[src/rtl/wavetable_reader.sv]
// wavetable_reader: phase-accumulator wavetable reader that shares one memory port with host table loads.
// Reads are paced by sample ticks; host writes fill the gaps; every transaction is bounded by a timeout.
module wavetable_reader #(
  parameter int TIMEOUT = 16
) (
  input  logic        clk,
  input  logic        rst_n,
  input  logic        en,
  input  logic        tick,
  input  logic [23:0] phase_inc,
  input  logic [14:0] base,
  input  logic        ld_req,
  input  logic [9:0]  ld_addr,
  input  logic [15:0] ld_data,
  output logic        ld_ack,
  output logic [14:0] A,
  output logic [15:0] Din,
  output logic        RD,
  output logic        WR,
  input  logic [15:0] mem_q,
  input  logic        mem_done,
  output logic [15:0] sample,
  output logic        sample_valid,
  output logic        busy,
  output logic        overrun,
  output logic        timeout_err
);
  localparam logic [2:0] IDLE = 3'd0, RD_REQ = 3'd1, RD_WAIT = 3'd2, WR_REQ = 3'd3, WR_WAIT = 3'd4;
  localparam int CW = $clog2(TIMEOUT + 1);
  logic [2:0] state, state_n;
  logic [23:0] phase_acc;
  logic [CW-1:0] cnt;
  logic pending, waiting, expired, finish, rd_go, wr_go, rd_fin;
  // A tick arriving in IDLE is served at once so it wins over a coincident load;
  // ld_ack masks ld_req for the one cycle the host needs to drop it.
  always_comb begin
    waiting = state == RD_WAIT || state == WR_WAIT;
    expired = waiting && !mem_done && cnt == CW'(TIMEOUT - 1);
    finish  = waiting && (mem_done || expired);
    rd_go   = state == IDLE && en && (pending || tick);
    wr_go   = state == IDLE && !rd_go && ld_req && !ld_ack;
    rd_fin  = state == RD_WAIT && finish;
    state_n = rd_go ? RD_REQ :
              wr_go ? WR_REQ :
              state == RD_REQ ? RD_WAIT :
              state == WR_REQ ? WR_WAIT :
              (finish || state > WR_WAIT) ? IDLE : state;
  end
  assign RD   = state == RD_REQ;
  assign WR   = state == WR_REQ;
  assign busy = state != IDLE;
  always_ff @(posedge clk or negedge rst_n) begin
    if (!rst_n) begin
      state        <= IDLE;
      cnt          <= '0;
      phase_acc    <= '0;
      pending      <= 1'b0;
      A            <= '0;
      Din          <= '0;
      sample       <= '0;
      sample_valid <= 1'b0;
      ld_ack       <= 1'b0;
      overrun      <= 1'b0;
      timeout_err  <= 1'b0;
    end else begin
      state        <= state_n;
      cnt          <= (waiting && !finish) ? cnt + 1'b1 : '0;
      pending      <= en && !rd_go && (tick || pending);
      overrun      <= overrun || (en && tick && (pending || state == RD_REQ || state == RD_WAIT));
      timeout_err  <= timeout_err || expired;
      sample_valid <= rd_fin;
      ld_ack       <= state == WR_WAIT && mem_done;
      phase_acc    <= !en ? '0 : rd_fin ? phase_acc + phase_inc : phase_acc;
      if (state == RD_WAIT && mem_done)
        sample <= mem_q;
      if (rd_go)
        A <= base + {5'd0, phase_acc[23:14]};
      if (wr_go) begin
        A   <= base + {5'd0, ld_addr};
        Din <= ld_data;
      end
    end
  end
endmodule
[config.mk]
export PLATFORM = sky130hd
export DESIGN_NAME = wavetable_reader
export DESIGN_NICKNAME = d
export VERILOG_FILES = /design/src/rtl/wavetable_reader.sv
export SDC_FILE = /design/constraint.sdc
export NUM_CORES = 1
export LEC_CHECK = 0
export ABC_AREA = 1
export BUFFER_PORTS_ARGS = -buffer_cell sky130_fd_sc_hd__buf_2
export CAP_MARGIN = 30
export CELL_PAD_IN_SITES_DETAIL_PLACEMENT = 1
export CELL_PAD_IN_SITES_GLOBAL_PLACEMENT = 2
export CORE_MARGIN = 4
export CORE_UTILIZATION = 26
export CTS_BUF_LIST = sky130_fd_sc_hd__clkbuf_16
export DETAILED_ROUTE_END_ITERATION = 16
export GPL_TIMING_DRIVEN = 0
export PLACE_DENSITY = 0.8
export SLEW_MARGIN = 25
export SYNTH_ARGS = -nofsm -noshare
export SYNTH_HDL_FRONTEND = slang
export SYNTH_SLANG_ARGS = --single-unit
[constraint.sdc]
create_clock -name clk -period 2.23 [get_ports clk]
set_input_delay 0.446 -clock clk [delete_from_list [all_inputs] [get_ports clk]]
set_output_delay 0.446 -clock clk [all_outputs]
set_load 0.02 [all_outputs]
* Word-level counts from Yosys, hierarchy flattened
Cells that the tools add are included.
** Operators by class
- Add/subtract/negate cells :: 4
- Reductions and logical operators :: 32
- Multiplexer cells :: 10
- Equality and inequality tests :: 6
- Order comparisons :: 1
** Operators with widths (count)
- 24-bit two-way mux :: 2
- 15-bit by 10-bit adder with 15-bit output :: 2
- 15-bit two-way mux :: 2
- 24-bit adder :: 1
- 1-bit logical AND :: 16
- 3-bit two-way mux :: 5
- 1-bit logical OR :: 8
- 3-bit by 2-bit == test with 1-bit output, second input constant :: 2
- 5-bit by 1-bit adder with 5-bit output, second input constant :: 1
- 5-bit by 4-bit == test with 1-bit output, second input constant :: 1
- 5-bit two-way mux :: 1
- 5-bit nonzero test :: 1
- 1-bit logical NOT :: 4
- 3-bit by 1-bit == test with 1-bit output, second input constant :: 1
- 3-bit == test, second input constant :: 1
- 3-bit greater-than comparator, second input constant :: 1
- 3-bit logical NOT :: 1
- 3-bit nonzero test :: 1
- 2-bit by 1-bit inequality test with 1-bit output, second input constant :: 1
- 2-bit nonzero test :: 1
** Word-level totals
- Input port bits :: 87
- Flip-flop bits (word level) :: 84
- Logic and storage cells :: 64
- Output and inout bits :: 54

* Depth between registers and ports, before layout
Gate-level depths: netlist of run 1.
- Word-level depth :: 12
- Depth in mapped cells :: 19

* Worst setup path after synthesis of run 1
Ideal clock, no wire load.
- Path kind :: reg2reg
- Start :: register state[1]
- End :: register A[10]
- Clock period less this slack :: 2.535 ns
- Cell stages (with the launch flop) :: 18
- Path slack :: -0.305 ns
- Arrival time :: 2.418 ns
- Library setup time :: 0.117 ns
- Required time :: 2.113 ns
- Cells stage by stage :: dfrtp_1 -> nor2_1 -> nand2_2 -> inv_2 -> nand3_4 -> clkbuf_1 -> nand2_1 -> nand2_1 -> ha_1 -> fa_1 -> nand3_1 -> nand2_1 -> nand2_1 -> nand3_1 -> nand2_1 -> nand3b_1 -> nand3_1 -> nand2_1
** On the way
- Longest elaborated chain between the ends :: 8
- Elaborated cells between the ends (all ways) :: 9
- Those cells by class :: mux: 1; reduce/logical: 8
** RTL lines
- from (decl) :: RTL line 30 : logic [2:0] state, state_n;
- from (signal assigned) :: RTL line 66 : state <= state_n;
- 3-bit logical NOT (*) :: RTL line 40, 41
- 1-bit logical AND (2 in a row) :: RTL line 40 : rd_go = state == IDLE && en && (pending || tick);
- 1-bit logical NOT :: RTL line 41 : wr_go = state == IDLE && !rd_go && ld_req && !ld_ack;
- 1-bit logical AND (3 in a row) :: RTL line 41
- 15-bit two-way mux or 2-bit nonzero test (tied branches)
- to (signal assigned) :: RTL line 77 : A <= base + {5'd0, phase_acc[23:14]};
- to (signal assigned) :: RTL line 79 : A <= base + {5'd0, ld_addr};
- to (decl) :: RTL line 16 : output logic [14:0] A,
Mark *: on every way between the ends. The rest lies on a longest branch, timed or not.
A chain may end at the register's enable or synchronous reset.

* Final worst setup path of run 1
- Start :: register state[0]
- End :: register A[10]
The elaborated chain is that of the path after synthesis.

==> metrics.yaml, run 1 <==
outcome: "complete, but fails checks"
violations: "setup timing"
synth_nets: 919
yosysUniqueCellTypes: 33
yosys.area.top_type: "dfrtp_1"
cp.required_ns: 2.48
r2r_start: "state[0]"
via_count: 5566
via_per_inst: 4.46
clk_path_buf_depth: 2
layout-drive-gt1-share_pct: 28.5
clk_latency_ns: 0.36
synth_top_area_share_pct: 37.4
route.detailed.drc: 0
io_pins: 141
hold_slack_ns: 0.277
dpl_cell_area_mm2: 0.00674
syn_inst: 795
hold_violations: 0
rrSetupSlack_ns: -0.11
hp-start: "ld_data[4]"
area_growth_syn_to_layout_pct: 33.7
crit_type: "reg2reg"
ant_nets: 0
syn_area_per_cell_um2: 7.07
maxCapViolations: 0
slowest_delay_ns: 0.42
globalRouteOverflowTotal: 0
p_leak_nw: 4.15
path_clk_slew_ns: 0.08
core_area_mm2: 0.0212
crit_path_max_fanout: 5
period_needed_ns: 2.34
critPathLaunch: "state[0]"
crit_buf_inv: 2
synth_seq_area_share_pct: 37.4
tritoncts: "yes"
die_w_um: 155
core.rowCount: 53
setup-violations-final: 11
max_freq_mhz: 428
crit_arrival_ns: 2.58
final_cell_area_mm2: 0.00752
grt_pass1_wl_mm: 31.0
synth_edf_count: 0
worstSetupEndpointType: "register"
die_area_mm2: 0.0240
netlist_area_mm2: 0.00562
routed_wl_mm: 19.1
tightest_slew_ns: 0.445
crit_chain: "nor2_4 > nand2_2 > inv_2 > nand3_4 > buf_8 > nand2_4 > nand2_4 > ha_4 > fa_2 > nand3_2 > nand2_2 > nand2_2 > nand3_4 > nand2_2 > nand3b_1 > nand3_1 > nand2_1"
first_iter_violations: 164
grt_pass1_vias: 5861
nets: 1092
synth_seq_cells: 84
fin_skew_ns: 0.0125
cts_num_sinks: 84
placement.io_buffers: 140
slew_viol_final: 0
finalWeightedCongestion: 0.814
slowest_stage: "dfrtp_1"
cts_buffers: 9
hold_depth: 3
ir_drop_mv: 0.570
crit_family: "simple AND/OR/NAND/NOR gates"
relSlewSlack_pct: 70.3
synth_area_leaders: "dfrtp_1 37%, nand2_1 23%, ha_1 7.8%, inv_1 6.2%, nand3_1 4.6%"
antenna_found_initial: 0
wl_per_cell_um: 15.3
crit_top_cell: "nand2_2"
grt_usage_pct: 16.2
rsz0062_at_grt: "yes"
crit_cells: 17
clockRootBuffer: "clkbuf_16"
powerDensity_mw_per_mm2: 1040
reg2regPathDepth: 17
min_path_type: "in2reg"
setup_slack_ns: -0.107
htreeDepth: 3
grt_max_degree: 67
start_util_pct: 26.6
final_core_util_pct: 35.5
dieHeight_um: 155
synth_top_flop_cell: "dfrtp_1"
dp_hpwl_mm: 14.9
period_share_pct: 105
crit_path_start_kind: "register"
synthArstFlopShare_pct: 100
first_pass_iters: 4
yosysWarnings: 0
[per-layer routing]
layer | vias to the layer above | share of wire [%] | track usage (%)
met5 | - | 0 | 0
met4 | 0 | 1.0 | 3.07
met3 | 17 | 5.2 | 3.70
met2 | 109 | 47 | 27.2
met1 | 2597 | 46 | 21.5
li1 | 2843 | - | -
[cell usage after synthesis, drive strengths merged (2+ instances only)]
cell,count
a21oi,22
buf,9
clkbuf,2
dfrtp,84
fa,2
ha,35
inv,99
mux2,16
nand2,349
nand3,53
nand3b,8
nand4,8
nor2,53
nor3,6
o21a,2
o21ai,26
or2,2
xnor2,14
xor2,2
[layout make-up]
class | count | area (µm²)
fill | 2690 | 13600
multi-input combinational | 600 | 3380
sequential | 84 | 2100
timing repair buffer | 163 | 910
inverter | 100 | 390
tap | 275 | 344
clock buffer | 9 | 225
buffer | 10 | 101
clock inverter | 7 | 65.1
antenna | 1 | 2.50
[registers in the layout, indices dropped and copies added, names as in the netlist]
name	count
ld_ack	1
state	3
A	15
overrun	1
Din	16
pending	1
cnt	5
timeout_err	1
phase_acc	24
sample	16
sample_valid	1
[placed cells by master, fill, tap and decap left out, drive strengths merged]
cell type    instances
clkinvlp             1
fa                   2
inv                103
or2                  2
nor2                53
buf                171
clkinv               3
nor3b                1
ha                  35
dlygate4sd3          1
nand2              349
nor3                 6
o21bai               1
xnor2               14
diode                1
o21ai               26
mux2                16
clkbuf              10
nand3               53
dfrtp               84
a21oi               22
xor2                 2
o21a                 2
nand3b               8
nand4                8
[final timing paths]
check,endpoint
worst min-delay path,Din[4]
min in group asynchronous,phase_acc[18]
max in group asynchronous,sample[14]
worst max register to register,A[10]
worst min register to register,overrun
worst max-delay path,A[10]
[through the flow]
step / TNS (ns) / instances / total power, mW / setup slack (ns)
floorplan: -0.562 / 795 / 4.66 / -0.115
global placement: -28.97 / 1210 / 5.77 / -0.638
detailed placement: -6.95 / 1211 / 5.86 / -0.668
CTS: -0.983 / 1241 / 7.81 / -0.163
global route: -2.62 / 1248 / 8.48 / -0.284
finish: -0.629 / 1249 / 7.85 / -0.107
[kinds of logic (layout without fill, tap and decap cells)]
logic type      after synthesis  count (layout)  synth area share (%)
flops                        84              84                  37.4
compound gates               51              51                  4.94
mux                          16              16                  3.20
buf+inv                     111             289                  8.19
simple gates                480             480                  35.3
xor+xnor                     16              16                  2.49
fa+ha+maj                    37              37                  8.50
other cells                   0               1                     0
[worst register-to-register path: cells and delay by family (launching register included)]
| family | cells | cell delay [ns] |
|---|---|---|
| flops | 1 | 0.42 |
| fa+ha+maj | 2 | 0.51 |
| simple gates | 13 | 1.05 |
| buf+inv | 2 | 0.25 |
[power breakdown]
group / internal (mW) / total, mW / switching, mW
registers: 2.04 / 2.32 / 0.277
clock network: 0.786 / 1.57 / 0.781
logic: 1.57 / 3.97 / 2.40
[what timing repair did]
action | CTS | global route
gates cloned | 1 | 0
hold buffers | 1 | 0
setup buffers | 13 | 7
endpoints found under the setup margin | 14 | 15
hold endpoints to repair | 18 | 0
pin swaps | 15 | 20
gates resized for setup | 38 | 34
No activity file was read; power rests on OpenSTA's default activity.
==> run 2: changes to the inputs <==
--- a/config.mk
+++ b/config.mk
@@ -11,11 +11,11 @@
 export CELL_PAD_IN_SITES_DETAIL_PLACEMENT = 1
 export CELL_PAD_IN_SITES_GLOBAL_PLACEMENT = 2
 export CORE_MARGIN = 4
-export CORE_UTILIZATION = 26
+export CORE_UTILIZATION = 27
 export CTS_BUF_LIST = sky130_fd_sc_hd__clkbuf_16
 export DETAILED_ROUTE_END_ITERATION = 16
 export GPL_TIMING_DRIVEN = 0
-export PLACE_DENSITY = 0.8
+export PLACE_DENSITY = 0.82
 export SLEW_MARGIN = 25
 export SYNTH_ARGS = -nofsm -noshare
 export SYNTH_HDL_FRONTEND = slang
==> metrics.yaml, run 2 (same netlist as run 1, synthesis figures left out) <==
period_share_pct: 104
num-fill-cells: 2579
outcome: "complete, but fails checks"
placement.io_buffers: 140
max_freq_mhz: 429
final_cell_area_mm2: 0.00747
tightest_slew_ns: 0.439
hold_path_end: "Din[10]"
clockRootBuffer: "clkbuf_16"
crit_path_start_kind: "register"
timing.rr.end: "A[12]"
grt_pass1_vias: 5948
start_util_pct: 27.6
cts_buffers: 9
setup_slack_ns: -0.0992
die_w_um: 152
dieHeight_um: 152
min_path_type: "in2reg"
dpl_cell_area_mm2: 0.00674
total_power_mw: 7.69
via_per_inst: 4.47
grt_usage_pct: 16.2
crit_arrival_ns: 2.57
globalRouteOverflowTotal: 0
finalWeightedCongestion: 0.780
antenna_cells: 0
slew_viol_final: 0
cp.required_ns: 2.47
reg2regPathDepth: 16
die_area_mm2: 0.0232
path_clk_slew_ns: 0.07
rrSetupSlack_ns: -0.1
relSlewSlack_pct: 70.7
final_cells: 1238
first_iter_violations: 188
route.detailed.drc: 0
post-place-ws_ns: -0.654
reg_top3: "phase_acc x24, Din x16, sample x16"
routed_wl_mm: 18.6
layout-drive-gt1-share_pct: 28.2
hold_depth: 3
antenna_found_initial: 0
dp_hpwl_mm: 14.6
grt_pass1_wl_mm: 31.0
grt_max_degree: 69
tritoncts: "yes"
top_register: "phase_acc"
rsz0062_at_grt: "yes"
dp_cells: 1206
cts_num_sinks: 84
clk_latency_ns: 0.35
hold_slack_ns: 0.287
ir_drop_mv: 0.477
tns_ns: -0.349
powerDensity_mw_per_mm2: 1030
core_area_mm2: 0.0204
largest_reg_flops: 24
final_core_util_pct: 36.7
ant_nets: 0
period_needed_ns: 2.33
p_leak_nw: 4.11
multi_input_area_mm2: 0.00341
via_count: 5529
io_pins: 141
final_cell_mix: "325 x nand2_1, 141 x buf_2, 91 x inv_1"
maxCapViolations: 0
wl_per_cell_um: 15.0
crit_path_max_fanout: 5
core.rowCount: 52
fin_skew_ns: 0.00964
hold_violations: 0
violations: "setup timing"
area_growth_syn_to_layout_pct: 32.9
crit_type: "reg2reg"
worstSetupEndpointType: "register"
htreeDepth: 3
clk_path_buf_depth: 2
hp-start: "ld_data[10]"
r2r_start: "state[0]"
first_pass_iters: 4
final_common_cell: "nand2_1"
seq_area_mm2: 0.00210
setup-violations-final: 5
nets: 1087
-- run 2: cell types whose count changed in the layout (fill, tap and decap cells not counted), moves of 2 or more --
cell / previous run / this run
a21oi_2: 7 / 4
xnor2_1: 10 / 12
buf_4: 21 / 17
nand2_4: 4 / 7
nand2_2: 19 / 17
a21oi_1: 13 / 15
inv_6: 2 / 0
xnor2_2: 4 / 2
clkinv_4: 2 / 4
-- run 2: critical path: stages (launching register included) --
cell     delay [ns]
dfrtp_1        0.40
nor2_2         0.14
nand2_2        0.08
inv_2          0.07
nand3_4        0.13
buf_8          0.17
nand2_4        0.06
nand2_4        0.05
ha_4           0.16
fa_2           0.34
nand3_2        0.09
nand2_4        0.07
buf_4          0.13
nand3_1        0.09
nand4_1        0.09
nand3_1        0.09
nand2_1        0.05
-- run 2: cell type report --
| cell class | count | area share, % |
|---|---|---|
| well taps | 270 | 4.52 |
| multi-input cells | 600 | 45.6 |
| clock buffers | 9 | 3.01 |
| flip-flops and latches | 84 | 28.1 |
| inverters | 100 | 5.09 |
| clock inverters | 7 | 0.820 |
| repair buffers | 158 | 11.6 |
| plain buffers | 10 | 1.19 |
-- run 2: where the power goes --
group	internal, mW	total [mW]	leakage, nW	switching [mW]
sequential	2.04	2.33	1.07	0.290
clock	0.777	1.51	0.139	0.736
combinational	1.48	3.85	2.90	2.36
-- run 2: routing by layer --
| layer | global-route usage, % | wire length (µm) | vias up |
|---|---|---|---|
| met5 | 0 | 0 | - |
| met4 | 3.72 | 184 | 0 |
| met3 | 2.70 | 720 | 13 |
| met2 | 27.5 | 8700 | 104 |
| met1 | 21.6 | 9020 | 2585 |
| li1 | - | - | 2827 |
-- run 2: timing repair --
action | in CTS | in global routing
hold buffers | 1 | 0
endpoints found under the setup margin | 14 | 15
cloned | 1 | 0
setup buffers | 8 | 7
endpoints found under the hold margin | 16 | 0
pin swaps | 12 | 16
resized for setup | 39 | 35
-- run 2: worst max path at each step --
| stage | end | startpoint | cells past startpoint |
|---|---|---|---|
| 5_1_grt | A[10] | state[0] | 17 |
| 4_1_cts | A[10] | state[1] | 17 |
| 3_5_place_dp | A[13] | tick | 14 |
| 6_report | A[12] | state[0] | 16 |
| 3_3_place_gp | A[13] | tick | 14 |
| 2_1_floorplan | A[10] | state[0] | 17 |
==> run 3: changes to the inputs <==
--- a/config.mk
+++ b/config.mk
@@ -13,9 +13,12 @@
 export CORE_MARGIN = 4
 export CORE_UTILIZATION = 27
 export CTS_BUF_LIST = sky130_fd_sc_hd__clkbuf_16
+export CTS_CLUSTER_DIAMETER = 50
 export DETAILED_ROUTE_END_ITERATION = 16
+export GPL_ROUTABILITY_DRIVEN = 0
 export GPL_TIMING_DRIVEN = 0
 export PLACE_DENSITY = 0.82
+export SETUP_SLACK_MARGIN = 0.5
 export SLEW_MARGIN = 25
 export SYNTH_ARGS = -nofsm -noshare
 export SYNTH_HDL_FRONTEND = slang
==> metrics.yaml, run 3 (same netlist as run 1, synthesis figures left out) <==
outcome: "complete, but fails checks"
violations: "setup timing"
crit_type: "reg2reg"
endpoint: "A[8]"
grt_max_degree: 63
rrSetupSlack_ns: -0.14
timing.rr.end: "A[8]"
total_power_mw: 9.06
via_count: 5820
largest_reg_flops: 24
p_leak_nw: 4.57
routed_wl_mm: 20.8
die_area_mm2: 0.0232
grt_pass1_vias: 6081
crit_path_start_kind: "register"
dp_cells: 1206
setup_slack_ns: -0.140
dpl_cell_area_mm2: 0.00676
globalRouteOverflowTotal: 0
start_util_pct: 27.6
nets: 1136
clk_latency_ns: 0.35
final_cell_area_mm2: 0.00885
via_per_inst: 4.52
hold_slack_ns: 0.284
powerDensity_mw_per_mm2: 1020
tritoncts: "yes"
hold_violations: 0
first_iter_violations: 183
final_core_util_pct: 43.5
core.rowCount: 52
dieHeight_um: 152
min_path_type: "in2reg"
tns_ns: -1.15
r2r_start: "state[0]"
grt_usage_pct: 16.9
placement.io_buffers: 140
rsz0062_at_grt: "yes"
final_cells: 1288
final_common_cell: "nand2_1"
period_needed_ns: 2.37
core_area_mm2: 0.0204
reg2regPathDepth: 15
layout-drive-gt1-share_pct: 44.7
max_freq_mhz: 422
cts_num_sinks: 84
critPathLaunch: "state[0]"
period_share_pct: 106
io_pins: 141
setup-violations-final: 16
path_clk_slew_ns: 0.07
cts_buffers: 9
first_pass_iters: 4
grt_pass1_wl_mm: 31.9
dp_hpwl_mm: 14.7
area_growth_syn_to_layout_pct: 57.4
relSlewSlack_pct: 76.9
antenna_found_initial: 3
tightest_slew_ns: 0.346
cp.required_ns: 2.47
fin_skew_ns: 0.00633
route.detailed.drc: 0
die_w_um: 152
post-place-ws_ns: -0.590
final_cell_mix: "274 x nand2_1, 137 x buf_2, 85 x inv_1"
top_register: "phase_acc"
reg_top3: "phase_acc x24, Din x16, sample x16"
ant_nets: 0
worstSetupEndpointType: "register"
wl_per_cell_um: 16.2
clockRootBuffer: "clkbuf_16"
maxCapViolations: 0
crit_path_max_fanout: 5
slew_viol_final: 0
htreeDepth: 3
clk_path_buf_depth: 2
crit_arrival_ns: 2.61
ir_drop_mv: 0.516
run 3: final cells by class:
class / instances / area (µm²)
Antenna cell: 1 / 2.50
Timing Repair Buffer: 206 / 1400
Sequential cell: 84 / 2110
Clock inverter: 7 / 66.3
Clock buffer: 9 / 225
Tap cell: 270 / 338
Fill cell: 2457 / 11500
Inverter: 100 / 395
Buffer: 11 / 154
Multi-Input combinational cell: 600 / 4160
run 3: routing by layer:
layer / up-vias / global-route usage (%) / share of wire [%] / wire, µm
met5: - / 0 / 0.096 / 20
met4: 4 / 3.77 / 1.4 / 282
met3: 27 / 3.41 / 4.1 / 859
met2: 105 / 28.6 / 49 / 10200
met1: 2757 / 22.3 / 45 / 9480
li1: 2927 / - / - / -
run 3: what timing repair did:
action                     4_1_cts  5_1_grt
buffers inserted                26       32
gates cloned                     3        3
pin swaps                       34       62
hold buffers                     1        0
setup endpoints to repair       39       45
gates resized for setup        131      150
hold endpoints to repair        22        0
run 3: how the worst min path moves through the flow:
stage | from | to | slack [ns] | cells after the start
final | ld_data[6] | Din[6] | 0.28 | 3
after global routing | ld_data[14] | Din[14] | 0.29 | 3
after detailed placement | rst_n | phase_acc[18] | 0.32 | 1
after CTS | ld_data[6] | Din[6] | 0.28 | 3
after floorplan | rst_n | A[0] | 0.15 | 0
after global placement | timeout_err | timeout_err | 0.45 | 2
run 3: power breakdown:
part	internal, mW	switching (mW)	leakage, nW
clock	0.789	0.754	0.138
sequential	2.04	0.326	1.07
combinational	2.32	2.83	3.36
total	5.15	3.91	4.57
run 3: worst max-delay path, stage by stage, from the launching register on:
cell     delay (ns)
dfrtp_1        0.42
nor2_2         0.17
nand2_2        0.09
inv_2          0.07
nand3_4        0.11
buf_8          0.17
nand2_4        0.06
nand2_4        0.05
ha_4           0.15
fa_2           0.37
nand3_4        0.09
nand2_4        0.08
nand2_4        0.07
nand3_4        0.07
xnor2_1        0.21
o21ai_1        0.08
